===== src/rtl/ibex_wb_buffer_if.sv =====
// Handover, LSU-response and RF-write signals of the single-entry writeback stage.
// master = surrounding pipeline (EX/LSU/RF side), slave = the writeback buffer.
interface ibex_wb_buffer_if;
    logic        en_wb_i;
    logic [1:0]  instr_type_wb_i;
    logic [4:0]  rf_waddr_id_i;
    logic [31:0] rf_wdata_id_i;
    logic        rf_we_id_i;
    logic        ready_wb_o;
    logic        lsu_resp_valid_i;
    logic        lsu_resp_err_i;
    logic [31:0] rf_wdata_lsu_i;
    logic [4:0]  rf_waddr_wb_o;
    logic [31:0] rf_wdata_wb_o;
    logic        rf_we_wb_o;
    logic        instr_done_wb_o;
    logic        lsu_err_wb_o;
    logic        outstanding_mem_wb_o;

    modport master (
        output en_wb_i, instr_type_wb_i, rf_waddr_id_i, rf_wdata_id_i, rf_we_id_i,
               lsu_resp_valid_i, lsu_resp_err_i, rf_wdata_lsu_i,
        input  ready_wb_o, rf_waddr_wb_o, rf_wdata_wb_o, rf_we_wb_o,
               instr_done_wb_o, lsu_err_wb_o, outstanding_mem_wb_o
    );

    modport slave (
        input  en_wb_i, instr_type_wb_i, rf_waddr_id_i, rf_wdata_id_i, rf_we_id_i,
               lsu_resp_valid_i, lsu_resp_err_i, rf_wdata_lsu_i,
        output ready_wb_o, rf_waddr_wb_o, rf_wdata_wb_o, rf_we_wb_o,
               instr_done_wb_o, lsu_err_wb_o, outstanding_mem_wb_o
    );
endinterface


===== src/rtl/ibex_wb_buffer.sv =====
// Single-entry writeback stage: holds one retiring instruction and drives the RF write port.
// IBEX_WB_LOAD_BYPASS_EN: retire loads/stores combinationally in the LSU response cycle.
module ibex_wb_buffer #(
    parameter bit ResetAll = 1'b0
) (
    input logic             clk_i,
    input logic             rst_ni,
    ibex_wb_buffer_if.slave wb
);

`ifdef IBEX_WB_LOAD_BYPASS_EN
    typedef enum logic [1:0] {EMPTY, RESULT, WAIT_RESP} wb_state_e;
`else
    typedef enum logic [1:0] {EMPTY, RESULT, WAIT_RESP, RESP_HELD} wb_state_e;
    logic err_q;
`endif

    wb_state_e   state_q;
    logic        load_q, we_q;
    logic [4:0]  waddr_q;
    logic [31:0] wdata_q;

    logic        is_mem, handover, done, err, we_raw, resp_capture, data_en;
    logic [31:0] wdata_out, wdata_d;

    assign is_mem   = (wb.instr_type_wb_i == 2'd1) | (wb.instr_type_wb_i == 2'd2);
    assign handover = wb.en_wb_i & wb.ready_wb_o;

    always_comb begin
        done      = 1'b0;
        err       = 1'b0;
        we_raw    = 1'b0;
        wdata_out = wdata_q;
        case (state_q)
            RESULT: begin
                done   = 1'b1;
                we_raw = we_q;
            end
            WAIT_RESP: begin
`ifdef IBEX_WB_LOAD_BYPASS_EN
                if (wb.lsu_resp_valid_i) begin
                    done      = 1'b1;
                    err       = wb.lsu_resp_err_i;
                    we_raw    = load_q & we_q & ~wb.lsu_resp_err_i;
                    wdata_out = wb.rf_wdata_lsu_i;
                end
`endif
            end
`ifndef IBEX_WB_LOAD_BYPASS_EN
            RESP_HELD: begin
                done   = 1'b1;
                err    = err_q;
                we_raw = load_q & we_q & ~err_q;
            end
`endif
            default: ;
        endcase
    end

    // Response data is registered only when the bypass is disabled.
`ifdef IBEX_WB_LOAD_BYPASS_EN
    assign resp_capture = 1'b0;
`else
    assign resp_capture = (state_q == WAIT_RESP) & wb.lsu_resp_valid_i;
`endif

    assign wb.ready_wb_o           = (state_q == EMPTY) | done;
    assign wb.instr_done_wb_o      = done;
    assign wb.lsu_err_wb_o         = err;
    assign wb.rf_we_wb_o           = we_raw & (|waddr_q);
    assign wb.rf_waddr_wb_o        = waddr_q;
    assign wb.rf_wdata_wb_o        = wdata_out;
    assign wb.outstanding_mem_wb_o = (state_q == WAIT_RESP);

    always_ff @(posedge clk_i or negedge rst_ni) begin
        if (!rst_ni) begin
            state_q <= EMPTY;
            load_q  <= 1'b0;
            we_q    <= 1'b0;
`ifndef IBEX_WB_LOAD_BYPASS_EN
            err_q   <= 1'b0;
`endif
        end else begin
            if (handover) begin
                state_q <= is_mem ? WAIT_RESP : RESULT;
                load_q  <= (wb.instr_type_wb_i == 2'd1);
                we_q    <= wb.rf_we_id_i;
            end else if (done) begin
                state_q <= EMPTY;
            end
`ifndef IBEX_WB_LOAD_BYPASS_EN
            else if (resp_capture) begin
                state_q <= RESP_HELD;
                err_q   <= wb.lsu_resp_err_i;
            end
`endif
        end
    end

    // Data registers: reset only when ResetAll is set.
    assign data_en = handover | resp_capture;
    assign wdata_d = handover ? wb.rf_wdata_id_i : wb.rf_wdata_lsu_i;

    if (ResetAll) begin : g_data_rst
        always_ff @(posedge clk_i or negedge rst_ni) begin
            if (!rst_ni) begin
                waddr_q <= 5'd0;
                wdata_q <= 32'd0;
            end else if (data_en) begin
                if (handover) waddr_q <= wb.rf_waddr_id_i;
                wdata_q <= wdata_d;
            end
        end
    end else begin : g_data_norst
        always_ff @(posedge clk_i) begin
            if (data_en) begin
                if (handover) waddr_q <= wb.rf_waddr_id_i;
                wdata_q <= wdata_d;
            end
        end
    end

endmodule


===== src/flat_wrapper.sv =====
// flat-port wrapper written by rule: the top's interface ports become plain ports
module ibex_wb_buffer_flat 
#(
    parameter bit ResetAll = 1'b0
)
  (clk_i, rst_ni, wb_en_wb_i, wb_instr_type_wb_i, wb_rf_waddr_id_i, wb_rf_wdata_id_i, wb_rf_we_id_i, wb_lsu_resp_valid_i, wb_lsu_resp_err_i, wb_rf_wdata_lsu_i, wb_ready_wb_o, wb_rf_waddr_wb_o, wb_rf_wdata_wb_o, wb_rf_we_wb_o, wb_instr_done_wb_o, wb_lsu_err_wb_o, wb_outstanding_mem_wb_o);
  ibex_wb_buffer_if wb_i ();
  input logic clk_i;
  input logic rst_ni;
  input wire logic [$bits(wb_i.en_wb_i)-1:0] wb_en_wb_i;
  input wire logic [$bits(wb_i.instr_type_wb_i)-1:0] wb_instr_type_wb_i;
  input wire logic [$bits(wb_i.rf_waddr_id_i)-1:0] wb_rf_waddr_id_i;
  input wire logic [$bits(wb_i.rf_wdata_id_i)-1:0] wb_rf_wdata_id_i;
  input wire logic [$bits(wb_i.rf_we_id_i)-1:0] wb_rf_we_id_i;
  input wire logic [$bits(wb_i.lsu_resp_valid_i)-1:0] wb_lsu_resp_valid_i;
  input wire logic [$bits(wb_i.lsu_resp_err_i)-1:0] wb_lsu_resp_err_i;
  input wire logic [$bits(wb_i.rf_wdata_lsu_i)-1:0] wb_rf_wdata_lsu_i;
  output wire logic [$bits(wb_i.ready_wb_o)-1:0] wb_ready_wb_o;
  output wire logic [$bits(wb_i.rf_waddr_wb_o)-1:0] wb_rf_waddr_wb_o;
  output wire logic [$bits(wb_i.rf_wdata_wb_o)-1:0] wb_rf_wdata_wb_o;
  output wire logic [$bits(wb_i.rf_we_wb_o)-1:0] wb_rf_we_wb_o;
  output wire logic [$bits(wb_i.instr_done_wb_o)-1:0] wb_instr_done_wb_o;
  output wire logic [$bits(wb_i.lsu_err_wb_o)-1:0] wb_lsu_err_wb_o;
  output wire logic [$bits(wb_i.outstanding_mem_wb_o)-1:0] wb_outstanding_mem_wb_o;
  assign wb_i.en_wb_i = wb_en_wb_i;
  assign wb_i.instr_type_wb_i = wb_instr_type_wb_i;
  assign wb_i.rf_waddr_id_i = wb_rf_waddr_id_i;
  assign wb_i.rf_wdata_id_i = wb_rf_wdata_id_i;
  assign wb_i.rf_we_id_i = wb_rf_we_id_i;
  assign wb_i.lsu_resp_valid_i = wb_lsu_resp_valid_i;
  assign wb_i.lsu_resp_err_i = wb_lsu_resp_err_i;
  assign wb_i.rf_wdata_lsu_i = wb_rf_wdata_lsu_i;
  assign wb_ready_wb_o = wb_i.ready_wb_o;
  assign wb_rf_waddr_wb_o = wb_i.rf_waddr_wb_o;
  assign wb_rf_wdata_wb_o = wb_i.rf_wdata_wb_o;
  assign wb_rf_we_wb_o = wb_i.rf_we_wb_o;
  assign wb_instr_done_wb_o = wb_i.instr_done_wb_o;
  assign wb_lsu_err_wb_o = wb_i.lsu_err_wb_o;
  assign wb_outstanding_mem_wb_o = wb_i.outstanding_mem_wb_o;
  ibex_wb_buffer #(.ResetAll(ResetAll)) u_core (.clk_i(clk_i), .rst_ni(rst_ni), .wb(wb_i));
endmodule

===== config.mk =====
export PLATFORM = sky130hd
export DESIGN_NAME = ibex_wb_buffer_flat
export DESIGN_NICKNAME = d
export VERILOG_FILES = /design/src/rtl/ibex_wb_buffer_if.sv /design/src/rtl/ibex_wb_buffer.sv /design/src/flat_wrapper.sv
export SDC_FILE = /design/constraint.sdc
export NUM_CORES = 1
export LEC_CHECK = 0
export ABC_AREA = 1
export CAP_MARGIN = 20
export CORE_MARGIN = 4
export CORE_UTILIZATION = 37
export CTS_CLUSTER_SIZE = 40
export DETAILED_ROUTE_END_ITERATION = 10
export PLACE_DENSITY_LB_ADDON = 0.3
export SETUP_SLACK_MARGIN = 0.2
export SYNTH_ARGS = -nofsm -noshare
export SYNTH_HDL_FRONTEND = slang
export SYNTH_SLANG_ARGS = --single-unit
export TNS_END_PERCENT = 100

===== constraint.sdc =====
create_clock -name clk_i -period 2.4 [get_ports clk_i]
set_input_delay 0.48 -clock clk_i [delete_from_list [all_inputs] [get_ports clk_i]]
set_output_delay 0.48 -clock clk_i [all_outputs]
set_load 0.005 [all_outputs]

==> impl_metrics.env <==
export IMPL_cts_clk_slew_worst_paths_ps=70
export IMPL_p_per_area_nw_per_um2=795
export IMPL_synthAdderAreaFrac_pct=0.654
export IMPL_p_sw_share_pct=26.9
export IMPL_slew_headroom_pct=76.5
export IMPL_synth_nets=264
export IMPL_min_path_type="in2async"
export IMPL_syn_inst=186
export IMPL_fin_cells=371
export IMPL_post_cts_buffers=0
export IMPL_cp_arrival_ps=1590
export IMPL_path_buf_inv=1
export IMPL_cp_common_cell="nor2_1"
export IMPL_insertedDiodeCount=0
export IMPL_cp_start_kind="flop"
export IMPL_path_delay_family="simple AND/OR/NAND/NOR gates"
export IMPL_grt_ovfl_total=0
export IMPL_slew_violations=0
export IMPL_timing_final_crit_period_ps=2070
export IMPL_clock_path_buffers=2
export IMPL_period_share_pct=86.3
export IMPL_status="completed"
export IMPL_rows=25
export IMPL_synth_simple_area_share_pct=26.2
export IMPL_p_int_mw=1.86
export IMPL_rr_startpoint="u_core.state_q[0]$_DFFE_PN0P_"
export IMPL_tightest_slew_ps=352
export IMPL_grt_max_degree=36
export IMPL_tritoncts="yes"
export IMPL_fin_worst_skew_ps=8.66
export IMPL_cts_max_level=2
export IMPL_synth_seq_cells=42
export IMPL_power_frac_seq_pct=43.7
export IMPL_fin_nets=381
export IMPL_io_buffers=118
export IMPL_regToRegEndpoint="u_core.wb.rf_wdata_wb_o[0]$_DFFE_PP_"
export IMPL_vias=1658
export IMPL_drc=0
export IMPL_design_area_um2=3210
export IMPL_ir_worst_vdd_v=0.000433
export IMPL_grt_util_all_layers_pct=15.1
export IMPL_tns_ps=0
export IMPL_cts_buffers_inserted=5
export IMPL_nFillCells=414
export IMPL_hold_buffers=0
export IMPL_clock_latency_ps=280
export IMPL_startpoint="u_core.wb.rf_waddr_wb_o[1]$_DFFE_PP_"
export IMPL_crit_slowest_cell="clkdlybuf4s50_1"
export IMPL_synthTopCellsByArea="edfxtp_1, nand2_1, nand3_1, dfrtp_1, clkbuf_8"
export IMPL_final_antenna_net_count=0
export IMPL_timing_setup_critical_path_class="reg2out"
export IMPL_ys_flop_type="edfxtp_1"
export IMPL_grt_pass1_vias=1571
export IMPL_synth_edf_count=37
export IMPL_core_area_um2=4880
export IMPL_antenna_found_initial=0
export IMPL_ys_warn_count=0
export IMPL_gp_congestion=0.761
export IMPL_p_clk_share_pct=20.9
export IMPL_p_leak_nw=1.35
export IMPL_placedCellCount=363
export IMPL_synth_top_cell_area_share_pct=58.1
export IMPL_die_width_um=79.9
export IMPL_setup_violations=0
export IMPL_grt_pass1_wl_um=7390
export IMPL_endpoint_kind="output pin"
export IMPL_ios=119
export IMPL_yosysSeqAreaShare_pct=64.6
export IMPL_cts_resized=0
export IMPL_cts_sinks=42
export IMPL_ctsRootBufferMaster="clkbuf_8"
export IMPL_crit_chain="or2_2 > nor2_1 > nor2_1 > clkdlybuf4s50_1"
export IMPL_wirelength_um=4950
export IMPL_synth_largest_area_cell="edfxtp_1"
export IMPL_synth_xor_area_share_pct=0
export IMPL_synthMuxAreaShare_pct=0
export IMPL_reg2reg_depth=5
export IMPL_syn2layout_area_growth_pct=67.7
export IMPL_drive_gt1_share_pct=4.61
export IMPL_synth_cell_types=15
export IMPL_p_switching_mw=0.687
export IMPL_cp_depth=4
export IMPL_worstPathRequired_ps=1920
export IMPL_syn_area_um2=1910
export IMPL_die_area_um2=6380
export IMPL_synth_compound_area_share_pct=0.523
export IMPL_r2r_setup_slack_ps=800
export IMPL_max_freq_mhz=483
export IMPL_viasPerCell=4.47
export IMPL_chipHeight_um=79.9
export IMPL_syn_area_per_cell_um2=10.3
export IMPL_drtIter0Drc=91
export IMPL_async_flop_share_pct=11.9
export IMPL_critical_path_max_stage_delay_ps=440
export IMPL_firstDrtPassIters=4
export IMPL_synth_top_family_by_area="simple AND/OR/NAND/NOR gates"
export IMPL_hpwl_um=3780
export IMPL_combPwrFrac_pct=35.5
export IMPL_endpoint="wb_rf_we_wb_o"
export IMPL_synth_most_common_cell="nand2_1"
export IMPL_place_area_um2=3100
export IMPL_ys_top_cells_by_count="nand2_1, edfxtp_1, nand3_1, inv_1, dfrtp_1"
export IMPL_drv_cap=0
export IMPL_crit_fanout=2
export IMPL_rsz0062_at_grt="false"
export IMPL_hold_viol_final=0
export IMPL_wl_per_cell_um=13.3
export IMPL_start_util_pct=39.2
==> worst min-delay path by stage <==
stage | from | endpoint | slack, ps | cells after the start
finish | rst_ni | u_core.err_q$_DFFE_PN0P_ | 410 | 1
global route | rst_ni | u_core.load_q$_DFFE_PN0P_ | 400 | 1
floorplan | rst_ni | u_core.err_q$_DFFE_PN0P_ | 180 | 0
detailed placement | u_core.we_q$_DFFE_PN0P_ | u_core.we_q$_DFFE_PN0P_ | 470 | 2
CTS | rst_ni | u_core.err_q$_DFFE_PN0P_ | 400 | 1
global placement | u_core.load_q$_DFFE_PN0P_ | u_core.load_q$_DFFE_PN0P_ | 470 | 2
==> placed cells by master (no fill, tap or decap) <==
cell             count
or2_2                1
inv_2                1
bufinv_16            1
edfxtp_1            37
nor2_1               4
clkbuf_1             2
o21ai_0              2
nand2_2              2
nand2_1             78
clkdlybuf4s50_1    118
inv_1                8
clkbuf_8             5
dfrtp_1              5
buf_12               1
ha_1                 1
buf_4                3
nand3_1             35
==> logic make-up after synthesis <==
family / after synthesis
buf+inv: 21
simple gates: 120
compound gates: 2
flops: 42
fa+ha+maj: 1
==> state kept, by name, summed over array words and instances, names as in the netlist <==
name and cells:
u_core.wb.rf_wdata_wb_o 32, u_core.state_q 2, u_core.wb.rf_waddr_wb_o 5, u_core.we_q 1
u_core.load_q 1, u_core.err_q 1
==> final cells by class <==
type	instances	area, um2	share of cell area [%]
tap	67	83.8	2.61
sequential	42	1240	38.5
timing repair buffer	122	1220	38.1
multi-input combinational	123	524	16.3
clock buffer	7	76.3	2.38
inverter	9	33.8	1.05
clock inverter	1	30.0	0.936
==> per-layer routing <==
metal	vias up	global-route usage [%]	part of all wire [%]	wire, um
met5	-	0	0	0
met4	0	5.57	1.2	61
met3	4	5.19	7.3	363
met2	62	26.2	52	2580
met1	746	17.1	39	1940
li1	846	-	-	-
==> power groups by stage <==
stage,clock network (mW),logic [mW],registers (mW)
2_1_floorplan,0,0.377,1.15
3_3_place_gp,0,0.906,1.12
3_5_place_dp,0,0.918,1.13
4_1_cts,0.542,0.920,1.12
5_1_grt,0.582,0.995,1.13
6_report,0.532,0.905,1.11
==> stage by stage <==
step	power [mW]	hold slack, ps	setup WS (ps)	utilization [%]
3_5_place_dp	2.05	472	568	63.6
6_report	2.55	411	328	65.7
5_1_grt	2.71	401	201	65.7
3_3_place_gp	2.03	470	592	63.6
2_1_floorplan	1.53	184	408	-
4_1_cts	2.58	404	290	65.7
Power figures use the tool's default switching activity.
